[src/rtl/wbs_addr_decoder.sv]
// wbs_addr_decoder: Wishbone 1-to-N address decoder with timeout and registered responses
// Ports:
//   wb_clk_i, wb_rst_n_i          clock, asynchronous active-low reset
//   wbm_*_i / wbm_*_o             master side: request in; read data, ack, err, int out
//   wbs_*_o / wbs_*_i             slave side: one-hot cyc/stb, offset address, write data out;
//                                 packed per-slave read data, ack, err, int in
//   err_adr_o, err_cnt_o          last errored request address and saturating error count,
//                                 present only with WBS_ADDR_DECODER_ERR_CAPTURE_EN defined
module wbs_addr_decoder #(
  parameter int DATA_WIDTH = 32,
  parameter int ADDR_WIDTH = 32,
  parameter int NUM_SLAVES = 4,
  parameter logic [NUM_SLAVES*ADDR_WIDTH-1:0] SLAVE_BASE = '0,
  parameter logic [NUM_SLAVES*ADDR_WIDTH-1:0] SLAVE_HIGH = '0,
  parameter int TIMEOUT = 16
) (
  input  logic                             wb_clk_i,
  input  logic                             wb_rst_n_i,
  input  logic                             wbm_cyc_i,
  input  logic                             wbm_stb_i,
  input  logic                             wbm_we_i,
  input  logic [DATA_WIDTH/8-1:0]          wbm_sel_i,
  input  logic [ADDR_WIDTH-1:0]            wbm_adr_i,
  input  logic [DATA_WIDTH-1:0]            wbm_dat_i,
  output logic [DATA_WIDTH-1:0]            wbm_dat_o,
  output logic                             wbm_ack_o,
  output logic                             wbm_err_o,
  output logic                             wbm_int_o,
  output logic [NUM_SLAVES-1:0]            wbs_cyc_o,
  output logic [NUM_SLAVES-1:0]            wbs_stb_o,
  output logic                             wbs_we_o,
  output logic [DATA_WIDTH/8-1:0]          wbs_sel_o,
  output logic [ADDR_WIDTH-1:0]            wbs_adr_o,
  output logic [DATA_WIDTH-1:0]            wbs_dat_o,
`ifdef WBS_ADDR_DECODER_ERR_CAPTURE_EN
  output logic [ADDR_WIDTH-1:0]            err_adr_o,
  output logic [15:0]                      err_cnt_o,
`endif
  input  logic [NUM_SLAVES*DATA_WIDTH-1:0] wbs_dat_i,
  input  logic [NUM_SLAVES-1:0]            wbs_ack_i,
  input  logic [NUM_SLAVES-1:0]            wbs_err_i,
  input  logic [NUM_SLAVES-1:0]            wbs_int_i
);
  localparam int IW = NUM_SLAVES > 1 ? $clog2(NUM_SLAVES) : 1;
  typedef enum logic [1:0] {IDLE, WAIT, RESP} state_e;
  state_e state_q, state_d;
  logic [IW-1:0] idx_q, hit_idx;
  logic [ADDR_WIDTH-1:0] adr_q, offset;
  logic we_q, err_q, int_q, hit, req, sack, serr, tmo;
  logic [DATA_WIDTH/8-1:0] sel_q;
  logic [DATA_WIDTH-1:0] dat_q, rdat_q;
  logic [15:0] cnt_q;
  logic [NUM_SLAVES-1:0] oh;
  // descending scan so the lowest matching index is the last one written
  always_comb begin
    hit = 1'b0;
    hit_idx = '0;
    for (int i = NUM_SLAVES-1; i >= 0; i--)
      if (wbm_adr_i >= SLAVE_BASE[i*ADDR_WIDTH +: ADDR_WIDTH] && wbm_adr_i <= SLAVE_HIGH[i*ADDR_WIDTH +: ADDR_WIDTH]) begin
        hit = 1'b1;
        hit_idx = IW'(i);
      end
  end
  assign offset = wbm_adr_i - SLAVE_BASE[int'(hit_idx)*ADDR_WIDTH +: ADDR_WIDTH];
  assign req  = wbm_cyc_i & wbm_stb_i;
  assign sack = wbs_ack_i[idx_q];
  assign serr = wbs_err_i[idx_q];
  assign tmo  = cnt_q == 16'(TIMEOUT-1);
  always_ff @(posedge wb_clk_i or negedge wb_rst_n_i)
    if (!wb_rst_n_i) state_q <= IDLE;
    else state_q <= state_d;
  // a master abort takes priority over any slave response in the same cycle
  always_comb begin
    state_d = state_q == IDLE ? (req ? (hit ? WAIT : RESP) : IDLE) :
              state_q == WAIT ? (!wbm_cyc_i ? IDLE : (sack | serr | tmo) ? RESP : WAIT) : IDLE;
  end
  always_ff @(posedge wb_clk_i or negedge wb_rst_n_i)
    if (!wb_rst_n_i) begin
      idx_q  <= '0;
      adr_q  <= '0;
      we_q   <= 1'b0;
      sel_q  <= '0;
      dat_q  <= '0;
      rdat_q <= '0;
      cnt_q  <= '0;
      err_q  <= 1'b0;
      int_q  <= 1'b0;
    end else begin
      int_q <= |wbs_int_i;
      cnt_q <= state_q == WAIT ? cnt_q + 16'd1 : '0;
      if (state_q == IDLE && req) begin
        err_q <= ~hit;
        if (hit) begin
          idx_q <= hit_idx;
          adr_q <= offset;
          we_q  <= wbm_we_i;
          sel_q <= wbm_sel_i;
          dat_q <= wbm_dat_i;
        end
      end
      // ack together with err, or a timeout with no ack, both report an error
      if (state_q == WAIT) begin
        err_q <= serr | ~sack;
        if (sack && wbm_cyc_i) rdat_q <= wbs_dat_i[int'(idx_q)*DATA_WIDTH +: DATA_WIDTH];
      end
    end
`ifdef WBS_ADDR_DECODER_ERR_CAPTURE_EN
  logic [ADDR_WIDTH-1:0] req_adr_q, err_adr_q;
  logic [15:0] err_cnt_q;
  always_ff @(posedge wb_clk_i or negedge wb_rst_n_i)
    if (!wb_rst_n_i) begin
      req_adr_q <= '0;
      err_adr_q <= '0;
      err_cnt_q <= '0;
    end else begin
      if (state_q == IDLE && req) req_adr_q <= wbm_adr_i;
      if (state_q == RESP && err_q) begin
        err_adr_q <= req_adr_q;
        err_cnt_q <= err_cnt_q + {15'd0, ~&err_cnt_q};
      end
    end
  assign err_adr_o = err_adr_q;
  assign err_cnt_o = err_cnt_q;
`endif
  always_comb begin
    oh = '0;
    oh[idx_q] = state_q == WAIT;
    wbs_cyc_o = oh;
    wbs_stb_o = oh;
    wbm_ack_o = state_q == RESP && !err_q;
    wbm_err_o = state_q == RESP && err_q;
  end
  assign wbm_dat_o = rdat_q;
  assign wbm_int_o = int_q;
  assign wbs_we_o  = we_q;
  assign wbs_sel_o = sel_q;
  assign wbs_adr_o = adr_q;
  assign wbs_dat_o = dat_q;
endmodule
[config.mk]
export PLATFORM = sky130hd
export DESIGN_NAME = wbs_addr_decoder
export DESIGN_NICKNAME = d
export VERILOG_FILES = /design/src/rtl/wbs_addr_decoder.sv
export SDC_FILE = /design/constraint.sdc
export NUM_CORES = 1
export LEC_CHECK = 0
export ABC_AREA = 1
export BUFFER_PORTS_ARGS = -buffer_cell sky130_fd_sc_hd__clkbuf_2
export CAP_MARGIN = 10
export CORE_MARGIN = 10
export CORE_UTILIZATION = 31
export CTS_CLUSTER_DIAMETER = 150
export DETAILED_ROUTE_END_ITERATION = 7
export GPL_TIMING_DRIVEN = 0
export SYNTH_ARGS = -nofsm -noshare
export SYNTH_HDL_FRONTEND = slang
export SYNTH_SLANG_ARGS = --single-unit
[constraint.sdc]
create_clock -name wb_clk_i -period 1.8 [get_ports wb_clk_i]
set_input_delay 0.36 -clock wb_clk_i [delete_from_list [all_inputs] [get_ports wb_clk_i]]
set_output_delay 0.36 -clock wb_clk_i [all_outputs]
set_load 0.1 [all_outputs]
==> flow_summary.json, run 1 <==
{
  "status": "completed",
  "vias": 3925,
  "critical_path_class": "flip-flop to output port",
  "path_delay_family": "buffers and inverters",
  "yosys_warnings": 0,
  "yosysTopAreaCell": "dfrtp_1",
  "p_total_uw": 6437,
  "grt_max_degree": 71,
  "cts-buffers-inserted": 17,
  "drtPass1Iterations": 6,
  "layout.nets": 945,
  "synth_top_cell_area_share_pct": 61.50,
  "async_reset_ff_share_pct": 100.0,
  "hold_class": "primary input to flip-flop",
  "combPwrFrac_pct": 9.0,
  "sw_frac_of_total_pct": 24.29,
  "cts.clk_slew.worst_paths_ps": 50,
  "critPathRequiredTime_ps": 1440,
  "p_leak_uw": 0.004030,
  "p_sw_uw": 1563,
  "placementRows": 46,
  "worst_path_max_delay_cell": "dfrtp_1",
  "syn_to_final_growth_pct": 40.89,
  "synth_area_per_cell_sq_um": 10.09,
  "final_max_slew_viol_count": 0,
  "clkLatencyLatePin_ps": 410,
  "max-clock-path-buffers": 2,
  "slew_headroom_pct": 62.13,
  "finalSetupTns_ps": 0,
  "drt.antenna.violating_nets": 0,
  "tightest_slew_ps": 570.4,
  "cpPeakStageDelay_ps": 410,
  "drtIter0Drc": 121,
  "diodes": 0,
  "cts_tree": "yes",
  "layout_setup_ws_ps": 50.70,
  "path_cells": "nor2_4 > buf_8 > buf_6 > clkbuf_16",
  "ioPinCount": 325,
  "cp-end-kind": "output port",
  "synth_edf_count": 0,
  "grt_usage_pct": 13.05,
  "startpoint_type": "flip-flop",
  "vdd_ir_drop_max_mv": 0.5399,
  "fin_crit_ps": 1749,
  "dp_worst_setup_slack_ps": -6.705,
  "cts_root_buf": "clkbuf_16",
  "routedWlPerCell_um": 14.05,
  "p_per_area_nw_per_um2": 928.0,
  "clkSinkCount": 121,
  "hold_viol": 0,
  "multi_input_area_sq_um": 1570,
  "htreeDepth": 4,
  "synth-seq-cells": 121,
  "yosysUniqueCellTypes": 26,
  "grt_pass1_vias": 4216,
  "antenna_found_initial": 0,
  "p_seq_share_pct": 43.1,
  "synthTopCellsByArea": "dfrtp_1 61%, nand2_1 11%, mux2_4 9.1%",
  "setup_viol": 0,
  "synth_area_sq_um": 4923,
  "vias_per_cell": 4.093,
  "seq_area_sq_um": 3028,
  "synth_most_common_cell": "nand2_1",
  "finalWirelength_um": 13480,
  "die_x_um": 146.0,
  "overflow": 0,
  "hold_ws_ps": 144.9,
  "drc": 0,
  "synth_ff_type": "dfrtp_1",
  "drive_gt1_share_pct": 41.05,
  "finalCritPeriodShare_pct": 97.18,
  "synthCells": 488,
  "ys_top_cells_by_count": "146 x nand2_1, 121 x dfrtp_1, 69 x nor2_1",
  "grt_pass1_wl_um": 22670,
  "p_int_uw": 4873,
  "hpwl_um": 10420,
  "cp_num_cells": 4,
  "worst-r2r-cell-count": 7,
  "place_congestion": 0.7975,
  "drv_cap": 0,
  "coreArea_sq_um": 15710,
  "worst-path-buf-inv": 3,
  "max_freq_mhz": 571.7,
  "ys_seq_area_share_pct": 61.50,
  "rsz0062_at_grt": "false",
  "crit_fanout": 11,
  "port-buffer-count": 216,
  "die_area_sq_um": 21320,
  "min_path_cells": 3,
  "dieHeight_um": 146.0,
  "start_util_pct": 31.33,
  "cp.arrival_ps": 1390,
  "filler_cell_count": 1580,
  "finalClockSkew_ps": 6.050,
  "clkPwrFrac_pct": 47.9
}
placed cells by master (no fill, tap or decap), drive strengths merged, types with 2 or more instances in the layout:
| cell type | count |
|---|---|
| clkbuf | 239 |
| nand2 | 147 |
| dfrtp | 121 |
| nor2 | 72 |
| inv | 52 |
| mux2 | 32 |
| buf | 24 |
| o21ai | 11 |
| a21oi | 11 |
| nand3 | 8 |
| conb | 6 |
| clkinv | 4 |
| clkinvlp | 3 |
| a31oi | 2 |
| nor3b | 2 |
| nand4 | 2 |
power groups by stage:
stage,clock network (uW),registers [uW],logic (uW)
finish,3080,2780,578
global route,3320,2780,620
CTS,3190,2770,587
detailed placement,0,2820,583
global placement,0,2820,569
floorplan,0,3030,147
state kept, by name (all words and copies together), names as in the netlist:
name       count
err_q          1
wbs_sel_o      4
wbs_adr_o     32
state_q        2
wbm_int_o      1
cnt_q         16
wbm_dat_o     32
wbs_we_o       1
wbs_dat_o     32
kinds of logic (layout without fill, tap and decap cells):
| family | Yosys count | count (layout) | synth area share, % |
|---|---|---|---|
| buf+inv | 74 | 324 | 6.989 |
| compound gates | 24 | 24 | 2.490 |
| flops | 121 | 121 | 61.50 |
| fa+ha+maj | 1 | 1 | 0.2541 |
| simple gates | 235 | 235 | 19.09 |
| other cells | 1 | 6 | 0.07617 |
| mux | 32 | 32 | 9.606 |
metrics by stage:
step	utilization, %	std cells	area (sq um)
floorplan	-	493	4943
global placement	40.06	925	6295
detailed placement	40.29	926	6331
CTS	44.14	959	6935
global route	44.15	959	6937
finish	44.15	959	6937
final cells by class:
class | count | share of cell area, %
clock inverters | 8 | 1.046
inverters | 52 | 2.814
flip-flops and latches | 121 | 43.65
multi-input cells | 298 | 22.64
repair buffers | 219 | 16.85
well taps | 216 | 3.896
clock buffers | 23 | 6.746
plain buffers | 22 | 2.363
per-layer routing:
layer | up-vias | track usage [%] | share of wire (%) | wire, um
met5 | - | 0 | 0 | 0
met4 | 0 | 4.505 | 1.2 | 164
met3 | 15 | 5.593 | 8.7 | 1167
met2 | 141 | 19.95 | 46 | 6146
met1 | 1793 | 16.20 | 44 | 5996
li1 | 1976 | - | - | -
path summary, 6_finish.rpt:
kind	from	end	slack (ps)
max	state_q[1]	wbs_stb_o[0]	50
min	wbm_dat_i[8]	wbs_dat_o[8]	140
max reg2reg	state_q[1]	wbm_dat_o[13]	180
min reg2reg	cnt_q[0]	cnt_q[0]	460
max in group asynchronous	wb_rst_n_i	wbs_we_o	630
min in group asynchronous	wb_rst_n_i	cnt_q[7]	470
worst register-to-register path, delay by kind of cell (launching register included):
family	cells	cell delay [ps]
buffers and inverters	3	420
DFF	1	410
and+or+nand+nor	3	380
muxes	1	310
repair_timing:
item | CTS | global route
gates resized for setup | 10 | 2
setup buffers | 1 | 0
hold buffers | 1 | 0
endpoints found under the setup margin | 4 | 2
pin swaps | 1 | 1
hold endpoints to repair | 51 | 0
Note: power is estimated with default switching activity, not from simulation.
==> run 2, diff against run 1 <==
==> constraint.sdc (replaced) <==
create_clock -name wb_clk_i -period 1.8 [get_ports wb_clk_i]
set_input_delay 0.09 -clock wb_clk_i [delete_from_list [all_inputs] [get_ports wb_clk_i]]
set_output_delay 0.09 -clock wb_clk_i [all_outputs]
set_load 0.1 [all_outputs]
==> run 2 against run 1 <==
Compared with the run above:
- worst setup slack better by 36 ps
- clock skew is 1.2 ps higher
- core utilization increased by 4.3 points
- total power up 2.1%
- combinational power rose by 22%
- critical path type unchanged
- largest power group unchanged
==> flow_summary.json, run 2 (same netlist as run 1, synthesis figures left out) <==
{
  "status": "completed",
  "cts.clk_slew.worst_paths_ps": 50,
  "p_per_area_nw_per_um2": 863.6,
  "dp_worst_setup_slack_ps": 228.3,
  "grt_pass1_vias": 4637,
  "overflow": 0,
  "syn_to_final_growth_pct": 54.59,
  "hold_class": "primary input to flip-flop",
  "vias_per_cell": 4.107,
  "tightest_slew_ps": 577.8,
  "antenna_found_initial": 0,
  "clkLatencyLatePin_ps": 410,
  "drive_gt1_share_pct": 37.35,
  "p_int_uw": 4973,
  "p_leak_uw": 0.004314,
  "finalCritPeriodShare_pct": 95.18,
  "grt_usage_pct": 13.98,
  "grt_pass1_wl_um": 24380,
  "drtIter0Drc": 118,
  "drv_cap": 0,
  "filler_cell_count": 1477,
  "cts-buffers-inserted": 17,
  "cts_root_buf": "clkbuf_16",
  "p_seq_share_pct": 42.2,
  "cp.arrival_ps": 1620,
  "layout_setup_ws_ps": 86.77,
  "finalSetupTns_ps": 0,
  "die_area_sq_um": 21320,
  "slew_headroom_pct": 61.64,
  "grt_max_degree": 71,
  "finalCoreUtilization_pct": 48.44,
  "p_sw_uw": 1600,
  "cts_setup_buffers": 0,
  "placementRows": 46,
  "crit_fanout": 11,
  "layout.nets": 1016,
  "vias": 4230,
  "dieHeight_um": 146.0,
  "start_util_pct": 31.33,
  "fin_crit_ps": 1713,
  "hpwl_um": 10420,
  "coreArea_sq_um": 15710,
  "clkPwrFrac_pct": 47.0,
  "startpoint_type": "flip-flop",
  "cts_tree": "yes",
  "drtPass1Iterations": 4,
  "die_x_um": 146.0,
  "critPathRequiredTime_ps": 1710,
  "hold_viol": 0,
  "drc": 0,
  "multi_input_area_sq_um": 1570,
  "diodes": 0,
  "final_max_slew_viol_count": 0,
  "drt.antenna.violating_nets": 0,
  "max_freq_mhz": 583.7,
  "setup_viol": 0,
  "cp-end-kind": "output port",
  "clkSinkCount": 121,
  "place_congestion": 0.7975,
  "ioPinCount": 325,
  "max-clock-path-buffers": 2,
  "port-buffer-count": 216,
  "vdd_ir_drop_max_mv": 0.5398,
  "final_cell_mix": "213 x clkbuf_2, 146 x nand2_1, 121 x dfrtp_1",
  "seq_area_sq_um": 3028,
  "finalClockSkew_ps": 7.266,
  "rsz0062_at_grt": "false",
  "finalWirelength_um": 14490,
  "htreeDepth": 4,
  "routedWlPerCell_um": 14.06,
  "combPwrFrac_pct": 10.7,
  "sw_frac_of_total_pct": 24.34,
  "critical_path_class": "flip-flop to output port",
  "layout_commonest_cell": "clkbuf_2"
}
run 2: power groups by stage:
stage | Clock, uW | Sequential (uW) | Combinational [uW]
6_report | 3090 | 2780 | 707
5_1_grt | 3320 | 2780 | 755
4_1_cts | 3190 | 2770 | 710
3_5_place_dp | 0 | 2820 | 583
3_3_place_gp | 0 | 2820 | 569
2_1_floorplan | 0 | 3030 | 147
run 2: per-stage QoR:
step | cells | hold slack, ps | cell area (sq um) | total power [uW]
finish | 1030 | 25.25 | 7611 | 6573
global route | 1030 | 64.35 | 7611 | 6857
CTS | 1030 | 3.643 | 7611 | 6673
detailed placement | 926 | 76.87 | 6331 | 3404
global placement | 925 | 282.9 | 6295 | 3390
floorplan | 493 | -205.6 | 4943 | 3175
run 2: worst max-delay path: stages, from the launching register on:
cell	delay [ps]
dfrtp_1	410
nor2_4	190
buf_2	260
buf_4	150
buf_6	210
run 2: final cells by class:
type,count,area share (%)
Buffer,22,1.973
Inverter,52,2.565
Clock buffer,23,6.148
Sequential cell,121,39.78
Multi-Input combinational cell,298,20.63
Timing Repair Buffer,290,24.40
Tap cell,216,3.551
Clock inverter,8,0.9535
run 2: what timing repair did:
action	in CTS	in global routing
endpoints found under the setup margin	2	2
hold buffers	73	0
resized for setup	4	2
hold endpoints to repair	123	0
run 2: layer usage:
metal | vias up | GRT usage [%] | wire, um
met5 | - | 0 | 0
met4 | 0 | 4.755 | 201
met3 | 17 | 5.686 | 1199
met2 | 143 | 22.53 | 6772
met1 | 1952 | 16.60 | 6312
li1 | 2118 | - | -
run 2: final timing paths:
path / startpoint / endpoint / slack [ps] / cells past startpoint
worst max register to register: state_q[1] / wbm_dat_o[13] / 260 / 6
worst min-delay path: wbs_ack_i[0] / state_q[0] / 30 / 4
worst min register to register: cnt_q[0] / cnt_q[0] / 460 / 1
worst max-delay path: state_q[1] / wbs_stb_o[0] / 90 / 4
min in group asynchronous: wb_rst_n_i / cnt_q[7] / 210 / 2
max in group asynchronous: wb_rst_n_i / wbs_we_o / 890 / 3
